[src/rtl/mem_seq_pkg.sv]
`default_nettype none
// ============================================================================
// Module      : mem_seq_pkg
// Description : Shared types and defaults for the memory command sequencer.
//               Holds the RAM address/data width defaults, the sequencer
//               state enum, the decoded-command struct and the decode helper
//               that applies write > read > go priority.
// Revision    : 1.0 - initial release
// ============================================================================
package mem_seq_pkg;

    localparam int MEM_ADDR_W = 15;
    localparam int MEM_DATA_W = 15;

    typedef enum logic [2:0] {
        IDLE  = 3'd0,
        WRITE = 3'd1,
        READ  = 3'd2,
        DRAIN = 3'd3,
        GO    = 3'd4
    } seq_state_t;

    typedef enum logic [1:0] {
        OP_NOP = 2'd0,
        OP_WR  = 2'd1,
        OP_RD  = 2'd2,
        OP_GO  = 2'd3
    } op_t;

    // addr_a carries wr_addr for writes and rd_start_addr for reads;
    // addr_b carries rd_end_addr.
    typedef struct packed {
        op_t                   op;
        logic [MEM_ADDR_W-1:0] addr_a;
        logic [MEM_ADDR_W-1:0] addr_b;
    } cmd_t;

    function automatic op_t decode_op(input logic wr, input logic rd, input logic g);
        if (wr)     return OP_WR;
        else if (rd) return OP_RD;
        else if (g)  return OP_GO;
        else         return OP_NOP;
    endfunction

endpackage
`default_nettype wire

[src/rtl/mem_cmd_sequencer_rd_skid_buffer.sv]
`default_nettype none
// ============================================================================
// Module      : rd_skid_buffer
// Description : DEPTH-entry FIFO holding {rd_last, data} words returned by
//               the RAM. The occupancy output feeds the read-issue credit
//               check in the sequencer so the FIFO can never overflow.
// Ports       : clk, rst_n      - clock, async active-low reset (flushes)
//               push, push_data - write one entry
//               pop             - remove head entry (only while out_valid)
//               out_valid/data  - head entry
//               occupancy       - number of stored entries
// Revision    : 1.0 - initial release
// ============================================================================
module rd_skid_buffer
    import mem_seq_pkg::*;
#(
    parameter int DEPTH = 2,
    parameter int WIDTH = MEM_DATA_W + 1,
    parameter int OCC_W = $clog2(DEPTH + 1)
) (
    input  logic             clk,
    input  logic             rst_n,
    input  logic             push,
    input  logic [WIDTH-1:0] push_data,
    input  logic             pop,
    output logic             out_valid,
    output logic [WIDTH-1:0] out_data,
    output logic [OCC_W-1:0] occupancy
);

    localparam int PTR_W = (DEPTH > 1) ? $clog2(DEPTH) : 1;

    logic [WIDTH-1:0] r_mem [DEPTH];
    logic [PTR_W-1:0] r_wr_ptr;
    logic [PTR_W-1:0] r_rd_ptr;
    logic [OCC_W-1:0] r_occ;

    function automatic logic [PTR_W-1:0] ptr_inc(input logic [PTR_W-1:0] p);
        return (p == PTR_W'(DEPTH - 1)) ? '0 : p + PTR_W'(1);
    endfunction

    // Storage is cleared on reset so the data outputs read 0 while held.
    always_ff @(posedge clk or negedge rst_n) begin
        if (!rst_n) begin
            for (int i = 0; i < DEPTH; i++) begin
                r_mem[i] <= '0;
            end
            r_wr_ptr <= '0;
            r_rd_ptr <= '0;
            r_occ    <= '0;
        end else begin
            if (push) begin
                r_mem[r_wr_ptr] <= push_data;
                r_wr_ptr        <= ptr_inc(r_wr_ptr);
            end
            if (pop) begin
                r_rd_ptr <= ptr_inc(r_rd_ptr);
            end
            if (push && !pop) begin
                r_occ <= r_occ + OCC_W'(1);
            end else if (!push && pop) begin
                r_occ <= r_occ - OCC_W'(1);
            end
        end
    end

    assign out_valid = (r_occ != '0);
    assign out_data  = r_mem[r_rd_ptr];
    assign occupancy = r_occ;

endmodule
`default_nettype wire

[src/rtl/mem_cmd_sequencer.sv]
`default_nettype none
// ============================================================================
// Module      : mem_cmd_sequencer
// Description : Executes decoded commands against the on-chip buffer RAM:
//               single-word writes, inclusive-range burst reads streamed on
//               a valid/ready port, and a go strobe to the compute core.
//               One command at a time; cmd_ready is high only in IDLE.
// Ports       : clk, rst_n                 - clock, async active-low reset
//               cmd_valid/cmd_ready         - command handshake
//               wr_en/rd_en/go + fields     - decoded command
//               mem_we/re/addr/wdata/rdata  - RAM port (1-cycle read latency)
//               rd_valid/data/last/ready    - read stream
//               go_pulse, busy, err         - status
// Options     : MEM_SEQ_REVERSE_EN - when defined, start > end reads
//               descending instead of raising err.
// Revision    : 1.0 - initial release
// ============================================================================
module mem_cmd_sequencer
    import mem_seq_pkg::*;
#(
    parameter int ADDR_W       = MEM_ADDR_W,
    parameter int DATA_W       = MEM_DATA_W,
    parameter int RD_BUF_DEPTH = 2
) (
    input  logic              clk,
    input  logic              rst_n,
    input  logic              cmd_valid,
    output logic              cmd_ready,
    input  logic              wr_en,
    input  logic              rd_en,
    input  logic              go,
    input  logic [ADDR_W-1:0] wr_addr,
    input  logic [DATA_W-1:0] wr_data,
    input  logic [ADDR_W-1:0] rd_start_addr,
    input  logic [ADDR_W-1:0] rd_end_addr,
    output logic              mem_we,
    output logic              mem_re,
    output logic [ADDR_W-1:0] mem_addr,
    output logic [DATA_W-1:0] mem_wdata,
    input  logic [DATA_W-1:0] mem_rdata,
    output logic              rd_valid,
    output logic [DATA_W-1:0] rd_data,
    output logic              rd_last,
    input  logic              rd_ready,
    output logic              go_pulse,
    output logic              busy,
    output logic              err
);

    localparam int OCC_W = $clog2(RD_BUF_DEPTH + 1);

    seq_state_t        r_state;
    logic              r_cmd_ready;
    logic              r_err;
    logic [ADDR_W-1:0] r_addr;
    logic [DATA_W-1:0] r_wdata;
    logic [15:0]       r_remaining;
    logic              r_desc;
    logic              r_inflight;
    logic              r_inflight_last;

    cmd_t              w_cmd;
    logic              w_accept;
    logic              w_rng_desc;
    logic              w_rng_err;
    logic              w_desc_next;
    logic [15:0]       w_span_up;
    logic [15:0]       w_span;
    logic              w_issue;
    logic              w_pop;
    logic [OCC_W-1:0]  w_occ;
    logic [DATA_W:0]   w_head;

    assign w_cmd.op     = decode_op(wr_en, rd_en, go);
    assign w_cmd.addr_a = wr_en ? wr_addr : rd_start_addr;
    assign w_cmd.addr_b = rd_end_addr;

    assign w_accept   = cmd_valid && r_cmd_ready;
    assign w_rng_desc = (w_cmd.addr_a > w_cmd.addr_b);
    // 16 bits so a full 0..0x7FFF range (32768 words) fits.
    assign w_span_up  = 16'(w_cmd.addr_b) - 16'(w_cmd.addr_a) + 16'd1;

`ifdef MEM_SEQ_REVERSE_EN
    logic [15:0] w_span_dn;
    assign w_span_dn   = 16'(w_cmd.addr_a) - 16'(w_cmd.addr_b) + 16'd1;
    assign w_rng_err   = 1'b0;
    assign w_desc_next = w_rng_desc;
    assign w_span      = w_rng_desc ? w_span_dn : w_span_up;
`else
    assign w_rng_err   = w_rng_desc;
    assign w_desc_next = 1'b0;
    assign w_span      = w_span_up;
`endif

    // Issue only when the word can be guaranteed a buffer slot: entries held
    // plus the one in flight, minus the one leaving this cycle. Counting the
    // pop keeps the stream at one word per cycle with a 2-entry buffer.
    assign w_pop   = rd_valid && rd_ready;
    assign w_issue = (r_state == READ) &&
                     ((int'(w_occ) + int'(r_inflight)) < (RD_BUF_DEPTH + int'(w_pop)));

    always_ff @(posedge clk or negedge rst_n) begin
        if (!rst_n) begin
            r_state         <= IDLE;
            r_cmd_ready     <= 1'b0;
            r_err           <= 1'b0;
            r_addr          <= '0;
            r_wdata         <= '0;
            r_remaining     <= '0;
            r_desc          <= 1'b0;
            r_inflight      <= 1'b0;
            r_inflight_last <= 1'b0;
        end else begin
            r_err           <= 1'b0;
            r_inflight      <= w_issue;
            r_inflight_last <= w_issue && (r_remaining == 16'd1);
            case (r_state)
                IDLE: begin
                    r_cmd_ready <= 1'b1;
                    if (w_accept) begin
                        case (w_cmd.op)
                            OP_WR: begin
                                r_state     <= WRITE;
                                r_cmd_ready <= 1'b0;
                                r_addr      <= w_cmd.addr_a;
                                r_wdata     <= wr_data;
                            end
                            OP_RD: begin
                                if (w_rng_err) begin
                                    r_err <= 1'b1;
                                end else begin
                                    r_state     <= READ;
                                    r_cmd_ready <= 1'b0;
                                    r_addr      <= w_cmd.addr_a;
                                    r_remaining <= w_span;
                                    r_desc      <= w_desc_next;
                                end
                            end
                            OP_GO: begin
                                r_state     <= GO;
                                r_cmd_ready <= 1'b0;
                            end
                            default: ;
                        endcase
                    end
                end
                WRITE: begin
                    r_state     <= IDLE;
                    r_cmd_ready <= 1'b1;
                end
                READ: begin
                    if (w_issue) begin
                        r_addr      <= r_desc ? r_addr - ADDR_W'(1) : r_addr + ADDR_W'(1);
                        r_remaining <= r_remaining - 16'd1;
                        if (r_remaining == 16'd1) begin
                            r_state <= DRAIN;
                        end
                    end
                end
                DRAIN: begin
                    if ((w_occ == '0) && !r_inflight) begin
                        r_state     <= IDLE;
                        r_cmd_ready <= 1'b1;
                    end
                end
                GO: begin
                    r_state     <= IDLE;
                    r_cmd_ready <= 1'b1;
                end
                default: begin
                    r_state     <= IDLE;
                    r_cmd_ready <= 1'b0;
                end
            endcase
        end
    end

    // Word returned by the RAM this cycle is pushed along with its last flag.
    rd_skid_buffer #(
        .DEPTH (RD_BUF_DEPTH),
        .WIDTH (DATA_W + 1),
        .OCC_W (OCC_W)
    ) u_rd_buf (
        .clk       (clk),
        .rst_n     (rst_n),
        .push      (r_inflight),
        .push_data ({r_inflight_last, mem_rdata}),
        .pop       (w_pop),
        .out_valid (rd_valid),
        .out_data  (w_head),
        .occupancy (w_occ)
    );

    assign cmd_ready = r_cmd_ready;
    assign mem_we    = (r_state == WRITE);
    assign mem_re    = w_issue;
    assign mem_addr  = r_addr;
    assign mem_wdata = r_wdata;
    assign rd_data   = w_head[DATA_W-1:0];
    assign rd_last   = w_head[DATA_W] && rd_valid;
    assign go_pulse  = (r_state == GO);
    assign busy      = (r_state != IDLE);
    assign err       = r_err;

endmodule
`default_nettype wire

[config.mk]
export PLATFORM = sky130hd
export DESIGN_NAME = mem_cmd_sequencer
export DESIGN_NICKNAME = d
export VERILOG_FILES = /design/src/rtl/mem_seq_pkg.sv /design/src/rtl/mem_cmd_sequencer_rd_skid_buffer.sv /design/src/rtl/mem_cmd_sequencer.sv
export SDC_FILE = /design/constraint.sdc
export NUM_CORES = 1
export LEC_CHECK = 0
export ABC_AREA = 1
export CAP_MARGIN = 10
export CORE_UTILIZATION = 30
export CTS_CLUSTER_SIZE = 30
export DETAILED_ROUTE_END_ITERATION = 10
export DONT_BUFFER_PORTS = 1
export PLACE_DENSITY = 0.52
export SYNTH_ARGS = -nofsm -noshare
export SYNTH_HDL_FRONTEND = slang
export SYNTH_HIERARCHICAL = 1
export SYNTH_SLANG_ARGS = --single-unit
[constraint.sdc]
create_clock -name clk -period 4.6 [get_ports clk]
set_input_delay 0.92 -clock clk [delete_from_list [all_inputs] [get_ports clk]]
set_output_delay 0.92 -clock clk [all_outputs]
set_load 0.01 [all_outputs]
-- After elaboration in Yosys (flattened, before gate mapping)
Index checks and enable logic that the tools add are counted.
Widths: inputs -> output; s select.
- output and inout bits: 53
- register bits after elaboration: 89
- logic and storage cells: 111
- bitwise operators: 3
- muxes and demuxes: 39
- eq/ne operators: 17
- $lt $le $gt $ge: 5
- reduce and logical (&&, ||, !) cells: 24
- add/subtract/negate cells: 10
- operators by type and width (cell ; count):
    $mux 16 ; 8
    $mux 15 ; 4
    $pmux 15 s2 ; 2
    $bwmux 32 ; 1
    $pmux 16 s2 ; 1
    $pmux 3 s3 ; 2
    $add 16x1->16 const B ; 1
    $demux 16 s1 ; 1
    $eq 16x1->1 const B ; 1
    $sub 15x15->16 ; 1
    $sub 16x1->16 const B ; 1
    $add 15x1->15 const B ; 1
    $gt 15x15->1 ; 1
    $mux 3 ; 5
    $mux 2 ; 5
    $reduce_and 5->1 ; 2
    $logic_and 1x1->1 ; 9
    $mux 1 ; 8
    $ne 2x2->1 const B ; 4
    $eq 3x2->1 const B ; 2
    $reduce_and 6->1 ; 1
    $reduce_bool 2->1 ; 3
    $eq 2x2->1 const B ; 2
    $ge 2x2->1 const B ; 2
    other kinds (25) ; 30

-- Longest topological paths before layout
- depth in word-level cells: 8
- depth in mapped cells: 20

-- Hierarchy
The synthesis kept the hierarchy.
- by module, submodules not included (module ; instances ; cells an instance ; seq. area each (um^2) ; area each (um^2)):
    mem_cmd_sequencer ; 1 ; 708 ; 1326.3 ; 4973.5
    rd_skid_buffer ; 1 ; 161 ; 900.9 ; 1654.1

-- Worst setup path before layout
Ideal clock, no wire load.
- path kind: input to register
- start point: in wr_en
- end point: reg r_remaining[15]
- slack: 1.238 ns
- setup time: 0.077 ns
- buffers on the path: 2
- stages: 19
- arrival time: 3.285 ns
- cell sequence: buf_4 > inv_2 > buf_2 > or2_2 > o21ai_0 > inv_1 > ha_1 > fa_1 > nand2_1 > nand2_1 > nand2_1 > nand2_1 > nand2_1 > nand2_1 > nand2_1 > nand2_1 > nand2_1 > nand3_1 > a21oi_1
- word-level cells in the longest chain between the ends: 7
- elaborated cells between the ends (all ways): 13
- RTL lines (item ; RTL line ; source):
    start: declaration ; mem_cmd_sequencer.sv:29 ; input logic wr_en,
    $mux 15 ; mem_cmd_sequencer.sv:75 ; assign w_cmd.addr_a = wr_en ? wr_addr : rd_start_addr;
    $sub 15x15->16 ; mem_cmd_sequencer.sv:81 ; assign w_span_up = 16'(w_cmd.addr_b) - 16'(w_cmd.addr_a) + 16'd1;
    $add 16x1->16 ; mem_cmd_sequencer.sv:81 ;
    $mux 16 ; mem_cmd_sequencer.sv:129 ; if (w_rng_err) begin
    $mux 16 ; mem_cmd_sequencer.sv:121 ; case (w_cmd.op)
    $mux 16 ; mem_cmd_sequencer.sv:120 ; if (w_accept) begin
    $pmux 16 s2 ; mem_cmd_sequencer.sv:117 ; case (r_state)
    end signal: assignment ; mem_cmd_sequencer.sv:135 ; r_remaining <= w_span;
    end signal: assignment ; mem_cmd_sequencer.sv:154 ; r_remaining <= r_remaining - 16'd1;
    end: declaration ; mem_cmd_sequencer.sv:57 ; logic [15:0] r_remaining;
Several ways; a longest one is shown, not always the timed one. The select of a mux whose other input is x is not followed.
A chain may end at the register's enable or synchronous reset.

-- Worst setup path after layout
Same ends and word-level chain as after synthesis.

==> flow_summary.ini <==
[sta]
fmax_ghz = 0.313
setup_violations = 0
skew_ns = 0.00719
slew_violations = 0
hold_viol_final = 0
grt_setup_unrepaired = no
whs_ns = 0.268
worst_slack_ns = 1.41
fin_crit_sh_pct = 69.4
min_period_ns = 3.19
slew_headroom_pct = 37.6
worstMarginPinSlew_ns = 0.933
finalSetupTns_ns = 0

[global_route]
grt_pass1_vias = 5069
grt_pass1_wl_um = 26000
grt_overflow = 0
antenna_found_initial = 0
grt.total_usage_pct = 14.6
grt_start_max_net_pins = 90

[floorplanning]
die_w_um = 151
die_area_sq_mm = 0.0227
core_area_sq_mm = 0.0218
start_util_pct = 30.5
chipHeight_um = 151
rows = 54
io-pin-count = 135

[synthesis]
netlist.area_leader.share_pct = 33.6
netlist_instances = 869
mappedNetlistArea_sq_mm = 0.00663
synth-seq-cells = 89
syn_area_per_cell_sq_um = 7.63
syn-num-nets = 1004
ys_warn_count = 6
ys_seq_area_share_pct = 33.6
yosysTopAreaCell = dfrtp_1
synth_area_leaders = dfrtp_1 (34%), nand2_1 (14%), ha_1 (9.8%)
ys_types = 45

[cells_and_area]
final_area_sq_mm = 0.00709
area_delta_synth_final_pct = 6.95
fin_nets = 993
nFillCells = 2339
final_core_util_pct = 32.6
layout-drive-gt1-share_pct = 12.3
diodes = 0

[clock_network]
cts_tree = built
numCtsBuffers = 9
cts_buffer_depth = 2
cts_hold_buf = 0
clock-root-buffer = clkbuf_16
ctsResizeCount = 0
clk_pin_slew_ns = 0.07
clk_latency_ns = 0.35
post_cts_buffers = 0
cts.sinks = 89
h-tree-depth = 3

[route]
dr.pass1.iters = 5
routed_via_density = 4.72
wl_um = 16200
drtAntennaViolNets = 0
drc = 0
drt_first_iter_violations = 275
num_vias = 5390
wl_per_cell_um = 14.2

[setup_path]
setup.worst_path.end = r_remaining[15]$_DFFE_PN0P_
crit_cells = 17
r2r_cells = 10
startpoint = wr_en
cp_slowest_stage_delay_ns = 0.50
end_kind = register
cp_top_family = simple AND/OR/NAND/NOR gates
path_max_fanout = 19
worst_path_max_delay_cell = fa_1
required_ns = 4.87
crit_top_cell = nand2_1
r2r_slack_ns = 2.35
worstPathCellList = inv_2 > or2_2 > o21ai_0 > inv_1 > ha_1 > fa_1 > nand2_1 > nand2_1 > nand2_1 > nand2_1 > nand2_1 > nand2_1 > nand2_1 > nand2_1 > nand2_1 > nand3_1 > a21oi_1
worst-path-buf-inv = 2
cp.arrival_ns = 3.47
critical_path_class = primary input to register
cp-start-kind = primary input
r2r_start = r_inflight$_DFF_PN0_
worstReg2RegEnd = mem_addr[14]$_DFFE_PN0P_

[pwr]
leakage_nw = 3.62
switchingPower_w = 0.00186
clock_power_share_pct = 18.1
comb_power_share_pct = 43.7
peakVddDrop_mv = 0.195
powerDensity_mw_per_mm2 = 577
intPower_w = 0.00223
p_sw_share_pct = 45.4
seq_power_share_pct = 38.2

[place]
gp_congestion = 0.811
port_buffers = 0
postPlaceCellArea_sq_mm = 0.00679
dp_hpwl_um = 12100
dpl_worst_slack_ns = 1.00

[status]
outcome = completed

[worst_hold_path]
hold_path_class = primary input to async pin

[job]
drv_cap = 0
## power groups by stage
stage,combinational [W],clock [W],sequential (W)
2_1_floorplan,0.00160,0,0.00146
3_3_place_gp,0.00178,0,0.00158
3_5_place_dp,0.00180,0,0.00158
4_1_cts,0.00181,0.000766,0.00157
5_1_grt,0.00204,0.000795,0.00163
6_report,0.00179,0.000740,0.00156
## logic make-up (layout without fill, tap and decap cells)
family                     after synthesis  after routing  share of synthesized area, %
AOI/OAI and AO/OA                      120            120                          10.8
xor gates and xnor gates                19             19                          2.51
adders and majority gates               53             53                          10.1
buffers and inverters                  141            135                          9.78
DFF                                     89             89                          33.6
muxes                                   33             33                          5.57
and+or+nand+nor                        414            414                          27.6
## metal layers
layer / up-vias / share of wire (%) / track usage [%]
met3: 13 / 4.5 / 3.09
li1: 2776 / - / -
met4: 0 / 1.3 / 4.15
met1: 2504 / 49 / 19.5
met2: 97 / 45 / 23.8
met5: - / 0 / 0
## layout make-up
type	count	area, sq um	area share [%]
Clock inverter	7	70.1	0.989
Inverter	116	440	6.21
Timing Repair Buffer	3	22.5	0.318
Multi-Input combinational cell	639	3750	52.9
Sequential cell	89	2230	31.4
Clock buffer	9	225	3.18
Tap cell	280	350	4.94
## per-stage QoR
stage	std cells	power, W
final	1143	0.00409
after global routing	1143	0.00446
after CTS	1143	0.00414
after detailed placement	1127	0.00337
after global placement	1127	0.00335
after floorplan	869	0.00305
## worst min-delay path by stage
stage,start,to,slack (ns),cells after the start
2_1_floorplan,u_rd_buf/r_mem[0]$_DFFE_PN0P_,u_rd_buf/r_mem[0]$_DFFE_PN0P_,0.45,2
3_3_place_gp,u_rd_buf/r_mem[0]$_DFFE_PN0P_,u_rd_buf/r_mem[0]$_DFFE_PN0P_,0.46,2
3_5_place_dp,u_rd_buf/r_mem[27]$_DFFE_PN0P_,u_rd_buf/r_mem[27]$_DFFE_PN0P_,0.47,2
4_1_cts,rst_n,u_rd_buf/r_mem[4]$_DFFE_PN0P_,0.25,0
5_1_grt,rst_n,u_rd_buf/r_mem[26]$_DFFE_PN0P_,0.24,0
6_report,rst_n,mem_addr[10]$_DFFE_PN0P_,0.27,0
## registers in the layout, summed over array words and instances, names as in the netlist
register	count
u_rd_buf/r_mem	32
u_rd_buf/occupancy	2
err	1
cmd_ready	1
r_state	3
u_rd_buf/r_rd_ptr	1
r_inflight	1
u_rd_buf/r_wr_ptr	1
mem_wdata	15
r_inflight_last	1
mem_addr	15
r_remaining	16
## layout by cell type (no fill, tap or decap), types with 2 or more instances in the layout
master	instances
nor3_1	8
inv_2	8
o21ai_2	22
mux2i_1	2
dfrtp_1	89
mux2_2	21
nand3b_1	4
nor2_4	2
nor2_1	51
mux2_1	10
o21a_1	2
nand3_1	61
or2_1	5
xnor2_1	5
inv_1	107
ha_1	52
nand4_1	8
xor2_1	14
buf_4	3
o31ai_1	3
o21ai_1	5
nand2_1	240
inv_6	4
nor2_2	5
nand2_4	3
nand2_2	9
and2_1	2
o21ai_0	56
a31oi_1	3
a21oi_1	27
clkbuf_16	9
or2_2	10
## cell usage after synthesis (all sizes together)
cell type,n
nand2,252
inv,116
dfrtp,89
o21ai,83
nand3,62
nor2,58
ha,52
mux2,31
a21oi,28
buf,19
or2,15
xor2,14
nand4,9
nor3,9
clkbuf,6
xnor2,5
nand3b,4
a31oi,3
and2,3
o31ai,3
mux2i,2
o21a,2
a31o,1
fa,1
nor3b,1
nor4,1
## worst reg2reg max path: stages, from the launching register on
cell and delay (ns):
dfrtp_1 0.43, ha_1 0.22, ha_1 0.27, o21ai_0 0.07, nand2_1 0.13, nand2_4 0.09, nand4_4 0.10, a21oi_4 0.44
nand2_4 0.23, nand2_1 0.12, nand2_1 0.05
Note: power is estimated with default switching activity, not from simulation.
